[src/rtl/mem_stage_hs_pkg.sv]
// Shared types for the MEM stage: access size, branch condition and FSM state,
// plus the alignment and branch-condition helpers used by the stage.
package mem_stage_pkg;

   typedef enum logic [1:0] {
      SZ_BYTE  = 2'd0,
      SZ_HALF  = 2'd1,
      SZ_WORD  = 2'd2,
      SZ_WORD3 = 2'd3   // unused encoding, behaves as a word access
   } size_e;

   typedef enum logic [2:0] {
      BR_GTZ  = 3'd0,
      BR_EQ   = 3'd1,
      BR_NE   = 3'd2,
      BR_LTZ  = 3'd3,
      BR_GEZ  = 3'd4,
      BR_LEZ  = 3'd5,
      BR_RSV6 = 3'd6,
      BR_RSV7 = 3'd7
   } br_cond_e;

   typedef enum logic [1:0] {
      IDLE = 2'd0,
      REQ  = 2'd1,
      DONE = 2'd2
   } state_e;

   // Half accesses need an even address, word accesses a multiple of four.
   function automatic logic addr_fault(input size_e sz, input logic [1:0] lane);
      case (sz)
         SZ_BYTE: addr_fault = 1'b0;
         SZ_HALF: addr_fault = lane[0];
         default: addr_fault = (lane != 2'b00);
      endcase
   endfunction

   // GTZ keeps the legacy "positive" test on the zero/negative flags.
   function automatic logic branch_taken(input br_cond_e cond, input logic zero,
                                         input logic neg);
      case (cond)
         BR_GTZ:  branch_taken = ~zero & ~neg;
         BR_EQ:   branch_taken = zero;
         BR_NE:   branch_taken = ~zero;
         BR_LTZ:  branch_taken = neg;
         BR_GEZ:  branch_taken = ~neg;
         BR_LEZ:  branch_taken = zero | neg;
         default: branch_taken = 1'b0;
      endcase
   endfunction

endpackage

[src/rtl/mem_stage_hs_lane_align.sv]
// Byte-lane helper: byte enables and replicated store data for a sub-word
// store, and lane extraction with sign/zero extension for a sub-word load.
module mem_lane_align
   import mem_stage_pkg::*;
#(
   parameter  int unsigned DATA_W = 32,
   localparam int unsigned BE_W   = DATA_W / 8
) (
   input  logic [1:0]        size,
   input  logic [1:0]        lane,
   input  logic [DATA_W-1:0] store_data,
   input  logic [DATA_W-1:0] load_data,
   input  logic              load_unsigned,
   output logic [BE_W-1:0]   be,
   output logic [DATA_W-1:0] wdata,
   output logic [DATA_W-1:0] load_ext
);

   size_e             sz;
   logic [DATA_W-1:0] shifted;

   assign sz = size_e'(size);

   // Store side: enables cover the addressed lanes, data is copied to every lane
   always_comb begin
      be    = '1;
      wdata = store_data;
      case (sz)
         SZ_BYTE: begin
            be = BE_W'(1) << lane;
            for (int unsigned i = 0; i < BE_W; i++) wdata[i*8 +: 8] = store_data[7:0];
         end
         SZ_HALF: begin
            be = BE_W'(3) << lane;
            for (int unsigned i = 0; i < BE_W; i++) wdata[i*8 +: 8] = store_data[(i%2)*8 +: 8];
         end
         default: ;
      endcase
   end

   // Load side: addressed lane moved down to bit 0, then extended
   always_comb begin
      shifted  = load_data >> {lane, 3'b000};
      load_ext = shifted;
      case (sz)
         SZ_BYTE: load_ext = {{(DATA_W-8){~load_unsigned & shifted[7]}}, shifted[7:0]};
         SZ_HALF: load_ext = {{(DATA_W-16){~load_unsigned & shifted[15]}}, shifted[15:0]};
         default: ;
      endcase
   end

endmodule

[src/rtl/mem_stage_hs.sv]
// Pipeline MEM stage with a req/ready data-memory handshake, byte-lane
// stores, extended loads, selectable branch condition and stall back-pressure.
module mem_stage_hs
   import mem_stage_pkg::*;
#(
   parameter  int unsigned DATA_W   = 32,
   parameter  int unsigned ADDR_W   = 11,
   parameter  int unsigned MAX_WAIT = 15,
   localparam int unsigned BE_W     = DATA_W / 8
) (
   input  logic              clk,
   input  logic              reset,
   input  logic              in_valid,
   input  logic [DATA_W-1:0] alu_result,
   input  logic [DATA_W-1:0] store_data,
   input  logic              mem_write,
   input  logic              mem_read,
   input  logic              branch,
   input  logic [2:0]        br_cond,
   input  logic [1:0]        size,
   input  logic              load_unsigned,
   input  logic              zero_mem,
   input  logic              negative_mem,
   output logic              dmem_req,
   output logic              dmem_we,
   output logic [ADDR_W-1:0] dmem_addr,
   output logic [BE_W-1:0]   dmem_be,
   output logic [DATA_W-1:0] dmem_wdata,
   input  logic [DATA_W-1:0] dmem_rdata,
   input  logic              dmem_ready,
   output logic [DATA_W-1:0] read_data,
   output logic [DATA_W-1:0] reg_data,
   output logic              branch_sel,
   output logic              out_valid,
   output logic              stall,
   output logic              misaligned,
   output logic              timeout
);

   localparam int unsigned     CNT_W   = (MAX_WAIT < 1) ? 1 : $clog2(MAX_WAIT + 1);
   localparam logic [CNT_W-1:0] CNT_MAX = CNT_W'(MAX_WAIT);

   state_e            state;
   logic [CNT_W-1:0]  wait_cnt;

   // Context of the instruction whose memory access is in flight
   logic              p_load;
   logic [1:0]        p_size;
   logic [1:0]        p_lane;
   logic              p_unsigned;
   logic [DATA_W-1:0] p_result;
   logic              p_branch;

   logic [1:0]        lane;
   logic              mem_op;
   logic              fault;
   logic              take;
   logic              accept;
   logic              take_br;
   logic [1:0]        al_size;
   logic [1:0]        al_lane;
   logic              al_unsigned;
   logic [BE_W-1:0]   al_be;
   logic [DATA_W-1:0] al_wdata;
   logic [DATA_W-1:0] al_load;

   assign lane    = alu_result[1:0];
   assign mem_op  = mem_read | mem_write;
   assign fault   = mem_op & addr_fault(size_e'(size), lane);
   assign take    = in_valid & (state != REQ);
   assign accept  = take & mem_op & ~fault;
   assign take_br = branch & branch_taken(br_cond_e'(br_cond), zero_mem, negative_mem);

   assign stall    = (state == REQ) | accept;
   assign dmem_req = (state == REQ);

   // One lane aligner serves both directions: live inputs while accepting a
   // store, captured size/lane while the load response is arriving.
   assign al_size     = (state == REQ) ? p_size     : size;
   assign al_lane     = (state == REQ) ? p_lane     : lane;
   assign al_unsigned = (state == REQ) ? p_unsigned : load_unsigned;

   mem_lane_align #(.DATA_W(DATA_W)) u_align (
      .size          (al_size),
      .lane          (al_lane),
      .store_data    (store_data),
      .load_data     (dmem_rdata),
      .load_unsigned (al_unsigned),
      .be            (al_be),
      .wdata         (al_wdata),
      .load_ext      (al_load)
   );

   // Handshake FSM with registered results, wait counter and sticky timeout
   always_ff @(posedge clk) begin
      if (reset) begin
         state      <= IDLE;
         wait_cnt   <= '0;
         timeout    <= 1'b0;
         out_valid  <= 1'b0;
         misaligned <= 1'b0;
         branch_sel <= 1'b0;
         read_data  <= '0;
         reg_data   <= '0;
         dmem_we    <= 1'b0;
         dmem_addr  <= '0;
         dmem_be    <= '0;
         dmem_wdata <= '0;
         p_load     <= 1'b0;
         p_size     <= '0;
         p_lane     <= '0;
         p_unsigned <= 1'b0;
         p_result   <= '0;
         p_branch   <= 1'b0;
      end else begin
         out_valid  <= 1'b0;
         misaligned <= 1'b0;
         branch_sel <= 1'b0;
         case (state)
            IDLE, DONE: begin
               state <= IDLE;
               if (accept) begin
                  state      <= REQ;
                  wait_cnt   <= '0;
                  dmem_we    <= mem_write;
                  dmem_addr  <= {alu_result[ADDR_W-1:2], 2'b00};
                  dmem_be    <= mem_write ? al_be : '1;
                  dmem_wdata <= al_wdata;
                  p_load     <= ~mem_write;
                  p_size     <= size;
                  p_lane     <= lane;
                  p_unsigned <= load_unsigned;
                  p_result   <= alu_result;
                  p_branch   <= take_br;
               end else if (take) begin
                  out_valid  <= 1'b1;
                  misaligned <= fault;
                  branch_sel <= take_br & ~fault;
                  reg_data   <= alu_result;
                  read_data  <= '0;
               end
            end
            REQ: begin
               if (dmem_ready) begin
                  state      <= DONE;
                  out_valid  <= 1'b1;
                  branch_sel <= p_branch;
                  reg_data   <= p_result;
                  read_data  <= p_load ? al_load : '0;
               end else if (wait_cnt != CNT_MAX) begin
                  wait_cnt <= wait_cnt + CNT_W'(1);
                  if (wait_cnt == CNT_W'(MAX_WAIT - 1)) timeout <= 1'b1;
               end
            end
            default: state <= IDLE;
         endcase
      end
   end

endmodule

[config.mk]
export PLATFORM = sky130hd
export DESIGN_NAME = mem_stage_hs
export DESIGN_NICKNAME = d
export VERILOG_FILES = /design/src/rtl/mem_stage_hs_pkg.sv /design/src/rtl/mem_stage_hs_lane_align.sv /design/src/rtl/mem_stage_hs.sv
export SDC_FILE = /design/constraint.sdc
export NUM_CORES = 1
export LEC_CHECK = 0
export ABC_AREA = 1
export BUFFER_PORTS_ARGS = -buffer_cell sky130_fd_sc_hd__buf_2
export CORE_UTILIZATION = 51
export DETAILED_ROUTE_END_ITERATION = 7
export GPL_ROUTABILITY_DRIVEN = 0
export PLACE_DENSITY = 0.92
export SLEW_MARGIN = 20
export SYNTH_ARGS = -nofsm -noshare
export SYNTH_HDL_FRONTEND = slang
export SYNTH_SLANG_ARGS = --single-unit
export TNS_END_PERCENT = 30
[constraint.sdc]
create_clock -name clk -period 1.72 [get_ports clk]
set_input_delay 0.258 -clock clk [delete_from_list [all_inputs] [get_ports clk]]
set_output_delay 0.258 -clock clk [all_outputs]
set_load 0.02 [all_outputs]
==> Yosys cells after proc, flatten, opt, wreduce, memory -nomap -nowiden <==
Index checks and enable logic that the tools add are counted.
W data, S select, Z words.
{ "classes": {"n_addsub": 1, "n_eq_ne": 18, "n_shift": 3, "mux": 33, "bitwise_logic": 20, "n_reduce_logical": 12} }
{ "op_table": {"columns": ["cell", "count"], "rows": [
  ["$pmux W32 S2", 4],
  ["$mux W32", 7],
  ["$shr A32 B5 Y32", 1],
  ["$mux W4", 4],
  ["$pmux W4 S2", 2],
  ["$reduce_and A4 Y1", 3],
  ["$and A1 B1 Y1", 9],
  ["$mux W1", 8],
  ["$ne A2 B2 Y1 const B", 4],
  ["$not A1 Y1", 8],
  ["$eq A2 B1 Y1 const B", 3],
  ["$eq A3 B2 Y1 const B", 2],
  ["$eq A3 B3 Y1 const B", 2],
  ["$logic_not A2 Y1", 3],
  ["$mux W2", 3],
  ["$ne A2 B1 Y1 const B", 3],
  ["$pmux W1 S2", 3],
  ["$pmux W1 S6", 1],
  ["$add A4 B1 Y4 const B", 1],
  ["$eq A4 B4 Y1 const B", 1],
  ["$ne A4 B4 Y1 const B", 1],
  ["$pmux W2 S2", 1],
  ["$reduce_bool A2 Y1", 2],
  ["$reduce_or A4 Y1", 1],
  ["8 further kinds", 10]
]} }
{ "word_totals": {"register_bits": 159, "inputBits": 111, "out_inout_bits": 118} }

==> Logic depth before layout (Yosys ltp) <==
Gate-level depths: netlist (run 1).
{ "logic_depth": {"depth_word": 8, "ltp_mapped": 12, "mapped_depth_nobuf": 11} }

==> Modules after synthesis <==
From an unflattened synthesis (run 1), not the netlist that was laid out.
{ "hier_totals": {"cells_unflattened": 1179, "area_unflattened_um2": 7775.0} }
{ "modules_own_cells": {"columns": ["mod", "n_inst", "cells_per_inst", "area_per_inst_um2", "seq_area_each_um2"], "rows": [
  ["mem_stage_hs", 1, 928, 6607.6, 2962.8],
  ["mem_lane_align", 1, 251, 1167.4, 0.0]
]} }

==> Least setup slack after synthesis (run 1) <==
OpenSTA, ideal clock, no wires.
{ "synth_path": {"path_type": "register to register", "start": "register state[0]", "end": "register read_data[25]", "setup_time_ps": 138, "arrival_ps": 1404, "slack_ps": 178, "path_stages_with_launch": 12, "path_buffers": 2, "cell_sequence": "dfxtp_1 buf_6 nand2_8 inv_2 nand2_1 nand2_2 nand3_1 nand3_4 nand3_4 buf_8 nand2_2 a21oi_2"} }
{ "synth_between": {"elab_chain_len": 8, "word_cells_on_any_way": 26, "cone_classes": "7 x eq/ne; 1 x shift; 7 x mux; 6 x bitwise; 5 x reduce/logical"} }
{ "synth_lines": {"columns": ["item", "line_no", "rtl"], "rows": [
  ["start, declared", "mem_stage_hs.sv:43", "state_e state;"],
  ["start signal, assigned", "mem_stage_hs.sv:97", "state <= IDLE;"],
  ["start signal, assigned", "mem_stage_hs.sv:121", "state <= IDLE;"],
  ["start signal, assigned", "mem_stage_hs.sv:123", "state <= REQ;"],
  ["$eq A2 B1 Y1", null, null],
  ["$mux W2 / $mux W1 (equally long branches)", "mem_stage_hs.sv:80, mem_stage_hs.sv:81", null],
  ["$shr A32 B5 Y32 / $not A1 Y1 (equally long branches)", "mem_stage_hs_lane_align.sv:43, mem_stage_hs_lane_align.sv:46, mem_stage_hs_lane_align.sv:47", null],
  ["$and A1 B1 Y1 (on tied branches)", "mem_stage_hs_lane_align.sv:47, mem_stage_hs_lane_align.sv:46", null],
  ["$pmux W32 S2", "mem_stage_hs_lane_align.sv:45", "case (sz)"],
  ["$mux W32", "mem_stage_hs.sv:149", "read_data <= p_load ? al_load : '0;"],
  ["$mux W32", "mem_stage_hs.sv:144", "if (dmem_ready) begin"],
  ["$pmux W32 S2", "mem_stage_hs.sv:119", "case (state)"],
  ["end signal, assigned", "mem_stage_hs.sv:149", null],
  ["end, declared", "mem_stage_hs.sv:31", "output logic [DATA_W-1:0] read_data,"]
]} }
Parallel ways exist; a longest one is shown, timed or not. The select of a mux whose other input is x is not followed.
A chain may end at the register's enable or synchronous reset.

==> Worst setup path after layout (run 1) <==
{ "layout_path": {"start": "register state[1]", "end": "register dmem_be[1]"} }
{ "layout_between": {"elab_chain_len": 5, "word_cells_on_any_way": 17, "cone_classes": "4 x eq/ne; 2 x shift; 4 x mux; 3 x bitwise; 4 x reduce/logical"} }
{ "layout_lines": {"columns": ["item", "line_no", "rtl"], "rows": [
  ["$eq A2 B1 Y1 / $ne A2 B1 Y1 (equally long branches)", "mem_stage_hs.sv:79, mem_stage_hs.sv:80, mem_stage_hs.sv:70", null],
  ["$mux W2 (tied with other cells)", "mem_stage_hs.sv:80", "assign al_lane = (state == REQ) ? p_lane : lane;"],
  ["$shl A2 B2 Y4 (tied with other cells)", "mem_stage_hs_lane_align.sv:34", "be = BE_W'(3) << lane;"],
  ["$pmux W4 S2 / $and A1 B1 Y1 (equally long branches)", "mem_stage_hs_lane_align.sv:28, mem_stage_hs.sv:71", null],
  ["$mux W4 / $reduce_and A2 Y1 (equally long branches)", null, null],
  ["end signal, assigned", "mem_stage_hs.sv:127", "dmem_be <= mem_write ? al_be : '1;"],
  ["end, declared", "mem_stage_hs.sv:27", "output logic [BE_W-1:0] dmem_be,"]
]} }
Parallel ways exist; a longest one is shown, timed or not.

==> impl_metrics.csv, run 1 <==
group,metric,value,unit
grt,grt_max_degree,59,
finish,postLayoutCoreUtil,0.6753,
cts,cts_hold_buf,0,
timing,min_period,1.737,ns
cts,clk_pin_slew_worst_paths,0.06,ns
finish,fin_nets,1280,
worst_setup_path,crit_type,"reg -> reg",
timing,rsz0062_at_grt,"true",
timing,finalHoldViolations,0,
route,drc,0,
logic_synthesis,yosysWarnings,0,
outcome,violations,"setup timing",
floorplan,dieArea,13930,sq um
worst_setup_path,cp.required,2.04,ns
timing,finalWorstSetupSlack,-0.01731,ns
floorplan,io_pins,229,
timing,clock.fmax,575.6,MHz
cts,htreeDepth,4,
logic_synthesis,synth.most_common_cell,"nand2_1",
worst_setup_path,reg2reg_slack,-0.02,ns
logic_synthesis,yosysSeqAreaShare,0.4316,
place,dp_hpwl,13910,um
finish,n_fill_cell,1077,
timing,setup_viol,1,
worst_setup_path,path_depth,12,
grt,grt_pass1_wl,32270,um
logic_synthesis,synth_top_area_frac,0.4316,
cts,cts_tree,"done",
place,port-buffer-count,226,
pwr,p_leak,4.193,nW
route,vias_per_cell,5.556,
worst_setup_path,startpoint_type,"register",
grt,track_usage,0.2880,
finish,drive_gt1_frac,0.2966,
pwr,power_density,1056,nW/um^2
floorplan,die_h,118.0,um
logic_synthesis,async_flop_share,0,
finish,area_growth,29.77,%
worst_setup_path,cp_slowest_cell,"dfxtp_1",
cts,clockRootBuffer,"clkbuf_16",
worst_setup_path,cp_max_fo,14,
route,drt_iter0_markers,857,
cts,insertion_delay,0.43,ns
floorplan,rows,42,
logic_synthesis,yosysTopAreaCell,"dfxtp_1",
worst_setup_path,endpoint_kind,"register",
logic_synthesis,avgSynthCellArea,7.165,sq um
route,vias,7539,
logic_synthesis,synth-edff-count,0,
worst_setup_path,crit_buf_inv,4,
floorplan,core,13190,sq um
grt,antenna_found_initial,0,
route,first_pass_iters,6,
timing,fin_crit_sh,1.010,
logic_synthesis,synth_cells,958,
grt,grt.overflow.total,0,
run,max_cap_viol_count,0,
outcome,outcome,"finished, violations left",
timing,whs,0.08431,ns
cts,post-cts-setup-buffer-count,0,
cts,cts-buffers-inserted,17,
place,post-place-ws,0.001604,ns
route,wl_per_cell,15.30,um
worst_setup_path,reg2reg_depth,12,
logic_synthesis,synth_ff_type,"dfxtp_1",
min_path,hold_path_depth,3,
min_path,hold_start,"alu_result[31]",
timing,clock_skew,0.01314,ns
worst_setup_path,rr_startpoint,"state[1]",
logic_synthesis,synthTopCellsByArea,"dfxtp_1, nand2_1, o21ai_0",
worst_setup_path,critPathArrivalTime,2.06,ns
logic_synthesis,ys_seq_elements,148,
floorplan,die_w,118.0,um
grt,grt_pass1_vias,6814,
min_path,hold_path_end,"p_result[31]",
worst_setup_path,crit_chain,"inv_2, nand2_8, nand2_1, nor2_1, nand2_2, nor2_4, buf_4, nand2_2, nor2_2, inv_1, o21bai_1, inv_1",
route,antenna_left,0,
timing,slew_viol_final,0,
worst_setup_path,slowest_delay,0.32,ns
route,totalWireLength,20770,um
worst_setup_path,r2r-end,"dmem_be[1]",
timing,setup_tns,-0.01731,ns
worst_setup_path,crit_family,"simple AND/OR/NAND/NOR gates",
floorplan,start_util,0.5204,
pwr,ir_drop,0.6987,mV
finish,fin_area,8907,sq um
cts,clock-sinks,148,
logic_synthesis,synth.cell_area,6864,sq um
logic_synthesis,ys_types,35,
place,dpl_cell_area,8204,sq um
cts,cts_buffer_depth,2,
min_path,hp-class,"in -> reg",
logic_synthesis,synth_commonest_cells,"nand2_1, dfxtp_1, o21ai_0, a21oi_1, nand3_1",
[metal layers]
layer  vias to the layer above  GRT usage  wire [um]  share of wire
met5                         -          0          0              0
met4                         0     0.1274        840          0.040
met3                        83    0.08285       2029          0.098
met2                       449     0.4809       9739           0.47
met1                      3405     0.3423       8157           0.39
li1                       3602          -          -              -
[tightest hold or removal path: stages]
cell,delay (ns)
buf_2,0.09
nor2_1,0.04
nor2_1,0.08
[cell type report]
cell class                 instances  area [sq um]  share of cell area
inverter                          71         269.0             0.03020
sequential                       148          2964              0.3328
tap                              176         220.2             0.02472
clock inverter                    10         75.07            0.008428
multi-input combinational        663          3259              0.3659
antenna                            1         2.502           0.0002809
timing repair buffer             266          1633              0.1833
clock buffer                      22         484.2             0.05436
[cell usage in the layout, fill, tap and decap left out, types with 3 or more instances in the layout]
cell type,instances
a21oi_1,102
a21oi_2,11
a31oi_1,47
buf_12,12
buf_2,224
buf_4,25
buf_6,3
clkbuf_16,19
clkbuf_8,4
clkinv_4,3
clkinvlp_4,4
dfxtp_1,147
inv_1,63
inv_2,5
nand2_1,236
nand2_2,20
nand3_1,64
nand3_2,3
nand3_4,4
nor2_1,36
o21ai_0,114
o21ai_1,4
[metrics by stage]
stage | std cells | total power (W)
after detailed placement | 1321 | 0.005866
after CTS | 1353 | 0.009329
after global routing | 1356 | 0.009799
after floorplan | 959 | 0.005184
final | 1357 | 0.009403
after global placement | 1321 | 0.005819
[report_power, final]
part / total [W] / internal, W / switching (W) / leakage (nW)
clock: 0.00348 / 0.00200 / 0.00148 / 0.265
sequential: 0.00385 / 0.00370 / 0.000143 / 1.21
combinational: 0.00207 / 0.000738 / 0.00133 / 2.71
total: 0.00940 / 0.00644 / 0.00296 / 4.19
[registers in the layout, indices dropped and copies added, names as in the netlist, 2 cells and up]
name,count
p_size,2
reg_data,32
dmem_wdata,32
read_data,32
state,2
dmem_be,4
wait_cnt,4
p_result,31
[worst max path at each step]
stage / from / endpoint / slack [ns]
after floorplan: state[0] / read_data[25] / 0.18
after global placement: state[0] / read_data[19] / 0.06
after detailed placement: state[0] / read_data[19] / 0.002
after CTS: state[1] / stall / 0.01
after global routing: state[1] / dmem_be[1] / -0.09
final: state[1] / dmem_be[1] / -0.02
[kinds of logic after synthesis]
| family | after synthesis | share of synthesized area |
|---|---|---|
| simple gates | 371 | 0.2333 |
| compound gates | 286 | 0.2269 |
| buf+inv | 149 | 0.1026 |
| flops | 148 | 0.4316 |
| fa+ha+maj | 2 | 0.003645 |
| xor+xnor | 1 | 0.001276 |
| other cells | 1 | 0.0005463 |
[timing repair]
action,in CTS,in global routing
gates cloned,0,3
endpoints found under the setup margin,9,49
resized for setup,6,16
pin swaps,0,5
(Power assumes the default switching activity.)
==> inputs of run 2 (changes only) <==
--- a/config.mk
+++ b/config.mk
@@ -7,12 +7,13 @@
 export LEC_CHECK = 0
 export ABC_AREA = 1
 export BUFFER_PORTS_ARGS = -buffer_cell sky130_fd_sc_hd__buf_2
-export CORE_UTILIZATION = 51
+export CORE_UTILIZATION = 52
 export DETAILED_ROUTE_END_ITERATION = 7
 export GPL_ROUTABILITY_DRIVEN = 0
-export PLACE_DENSITY = 0.92
+export PLACE_DENSITY = 0.91
 export SLEW_MARGIN = 20
 export SYNTH_ARGS = -nofsm -noshare
 export SYNTH_HDL_FRONTEND = slang
+export SYNTH_HIERARCHICAL = 1
 export SYNTH_SLANG_ARGS = --single-unit
 export TNS_END_PERCENT = 30
==> run 2 against run 1 <==
Compared with the run above:
- the flow still finishes with violations (setup timing)
- critical path depth is 2 higher
- register-to-register slack lost 0.10 ns
- critical endpoint is now read_data[19]
- sequential share of layout area fell by 4.0 points
- area after synthesis is 13% higher
- sequential power hardly changed
- power up 9.0%
- clock-buffer cell count stayed put
- clock power grew 8.3%
- clock skew down 0.0074 ns
- setup slack got worse by 0.10 ns
- highest routed layer unchanged
==> impl_metrics.csv, run 2 <==
group,metric,value,unit
finish,drive_gt1_frac,0.2838,
pwr,ir_drop,0.7263,mV
outcome,outcome,"finished, violations left",
grt,grt_pass1_wl,38160,um
cts,cts_tree,"done",
place,dp_hpwl,15930,um
grt,grt.overflow.total,0,
finish,layout.cells.non_filler,1569,
finish,fin_nets,1486,
route,wl_per_cell,15.25,um
grt,grt_pass1_vias,8104,
pwr,combPwrFrac,0.255,
worst_setup_path,crit_type,"reg -> reg",
floorplan,rows,44,
route,drt_iter0_markers,947,
route,vias_per_cell,5.523,
route,vias,8665,
cts,cts_hold_buf,0,
finish,largestRegisters,"dmem_wdata (32), read_data (32), reg_data (32)",
logic_synthesis,synth_top_area_frac,0.3811,
logic_synthesis,async_flop_share,0,
timing,fin_crit_sh,1.071,
pwr,pwr-share-seq,0.377,
outcome,violations,"setup timing",
min_path,hp-class,"in -> reg",
timing,rsz0062_at_grt,"true",
logic_synthesis,yosysWarnings,6,
finish,n_fill_cell,1178,
grt,track_usage,0.3025,
cts,htreeDepth,4,
run,max_cap_viol_count,0,
cts,cts_buffer_depth,2,
logic_synthesis,synth.most_common_cell,"nand2_1",
cts,clock-sinks,148,
logic_synthesis,synth_cells,1179,
logic_synthesis,ys_types,31,
pwr,p_switching,0.003183,W
timing,finalWorstSetupSlack,-0.1214,ns
cts,insertion_delay,0.43,ns
timing,clock_skew,0.005781,ns
logic_synthesis,synth_commonest_cells,"nand2_1, dfxtp_1, a21oi_1, nor2_1, nand3b_1",
place,port-buffer-count,226,
logic_synthesis,synth.cell_area,7775,sq um
logic_synthesis,avgSynthCellArea,6.595,sq um
finish,area_growth,30.16,%
logic_synthesis,synth-edff-count,0,
worst_setup_path,endpoint_kind,"register",
finish,final_common_cell,"nand2_1",
timing,setup_tns,-1.186,ns
timing,clock.fmax,543.1,MHz
logic_synthesis,synthTopCellsByArea,"dfxtp_1, nand2_1, a21oi_1",
worst_setup_path,cp_max_fo,24,
route,drc,0,
pwr,clkPwrFrac,0.367,
worst_setup_path,critPathArrivalTime,2.15,ns
timing,finalHoldViolations,0,
floorplan,io_pins,229,
cts,clk_pin_slew_worst_paths,0.06,ns
pwr,power_density,1013,nW/um^2
floorplan,die_w,124.3,um
grt,antenna_found_initial,0,
floorplan,dieArea,15440,sq um
route,first_pass_iters,6,
cts,clockRootBuffer,"clkbuf_16",
logic_synthesis,yosysSeqAreaShare,0.3811,
pwr,p_sw_frac,0.3105,
logic_synthesis,synth_ff_type,"dfxtp_1",
worst_setup_path,startpoint_type,"register",
floorplan,core,14530,sq um
logic_synthesis,yosysTopAreaCell,"dfxtp_1",
timing,slew_viol_final,0,
pwr,internal-power,0.007068,W
route,antenna_left,0,
timing,min_period,1.841,ns
finish,diodes,0,
grt,grt_max_degree,78,
pwr,p_leak,4.985,nW
place,placed_cells,1534,
timing,setup_viol,27,
route,totalWireLength,23920,um
logic_synthesis,ys_seq_elements,148,
floorplan,start_util,0.5350,
finish,most-common-layout-cells,"nand2_1, buf_2, dfxtp_1",
cts,cts-buffers-inserted,17,
floorplan,die_h,124.3,um
worst_setup_path,cp.required,2.03,ns
-- run 2: repair_timing --
action / CTS / global route
gates cloned: 1 / 2
pin swaps: 0 / 2
gates resized for setup: 27 / 35
buffers inserted: 0 / 1
setup endpoints to repair: 33 / 41
-- run 2: layout make-up --
cell class | instances | area (sq um) | area share
clock buffer | 22 | 464.2 | 0.04587
clock inverter | 9 | 128.9 | 0.01273
inverter | 40 | 167.7 | 0.01657
multi-input combinational | 885 | 4350 | 0.4299
sequential | 148 | 2965 | 0.2930
tap | 184 | 230.2 | 0.02275
timing repair buffer | 280 | 1805 | 0.1784
timing repair inverter | 1 | 7.507 | 0.0007418
-- run 2: stage by stage --
stage / area, sq um / hold WS [ns] / worst slack, ns / utilization / power [W]
finish: 10120 / 0.08568 / -0.1214 / 0.6963 / 0.01025
global route: 10120 / 0.08079 / -0.1934 / 0.6963 / 0.01070
CTS: 9998 / 0.06894 / -0.06290 / 0.6879 / 0.01019
detailed placement: 9328 / 0.4411 / -0.1701 / 0.6418 / 0.006387
global placement: 9328 / 0.4358 / -0.02772 / 0.6418 / 0.006333
floorplan: 7941 / 0.4018 / -0.06691 / - / 0.005577
-- run 2: cell families after synthesis --
| group | Yosys count | synth area share |
|---|---|---|
| adders and majority gates | 2 | 0.003218 |
| xor gates and xnor gates | 2 | 0.002253 |
| DFF | 148 | 0.3811 |
| buffers and inverters | 148 | 0.09302 |
| other | 1 | 0.0004823 |
| and+or+nand+nor | 674 | 0.3716 |
| AOI/OAI and AO/OA | 204 | 0.1484 |
-- run 2: per-layer routing --
metal,GRT usage,vias up,part of all wire
li1,-,4147,-
met1,0.3558,3951,0.39
met2,0.5008,464,0.47
met3,0.08033,103,0.085
met4,0.1630,0,0.045
met5,0,-,0
-- run 2: critical path: stages, from the launching register on --
cell	delay [ns]
dfxtp_2	0.32
inv_2	0.04
nand2_4	0.09
clkinvlp_4	0.15
o21ai_1	0.14
buf_4	0.17
clkinv_8	0.08
nand2_4	0.06
nor2_2	0.04
nand3_2	0.07
buf_12	0.16
nand3_1	0.08
nand2_1	0.07
a21boi_0	0.18
nor2_1	0.07
-- run 2: path summary, 6_finish.rpt --
check	slack [ns]	depth (start not counted)	from	end
setup / recovery	-0.12	14	state[1]	read_data[19]
hold / removal	0.09	3	alu_result[3]	p_result[3]
setup reg to reg	-0.12	14	state[1]	read_data[19]
hold reg to reg	0.45	2	timeout	timeout
-- run 2: power groups by stage --
stage,clock network [W],logic (W),registers [W]
global placement,0,0.00241,0.00392
CTS,0.00381,0.00252,0.00386
global route,0.00396,0.00284,0.00390
floorplan,0,0.00138,0.00420
finish,0.00377,0.00262,0.00387
detailed placement,0,0.00246,0.00393
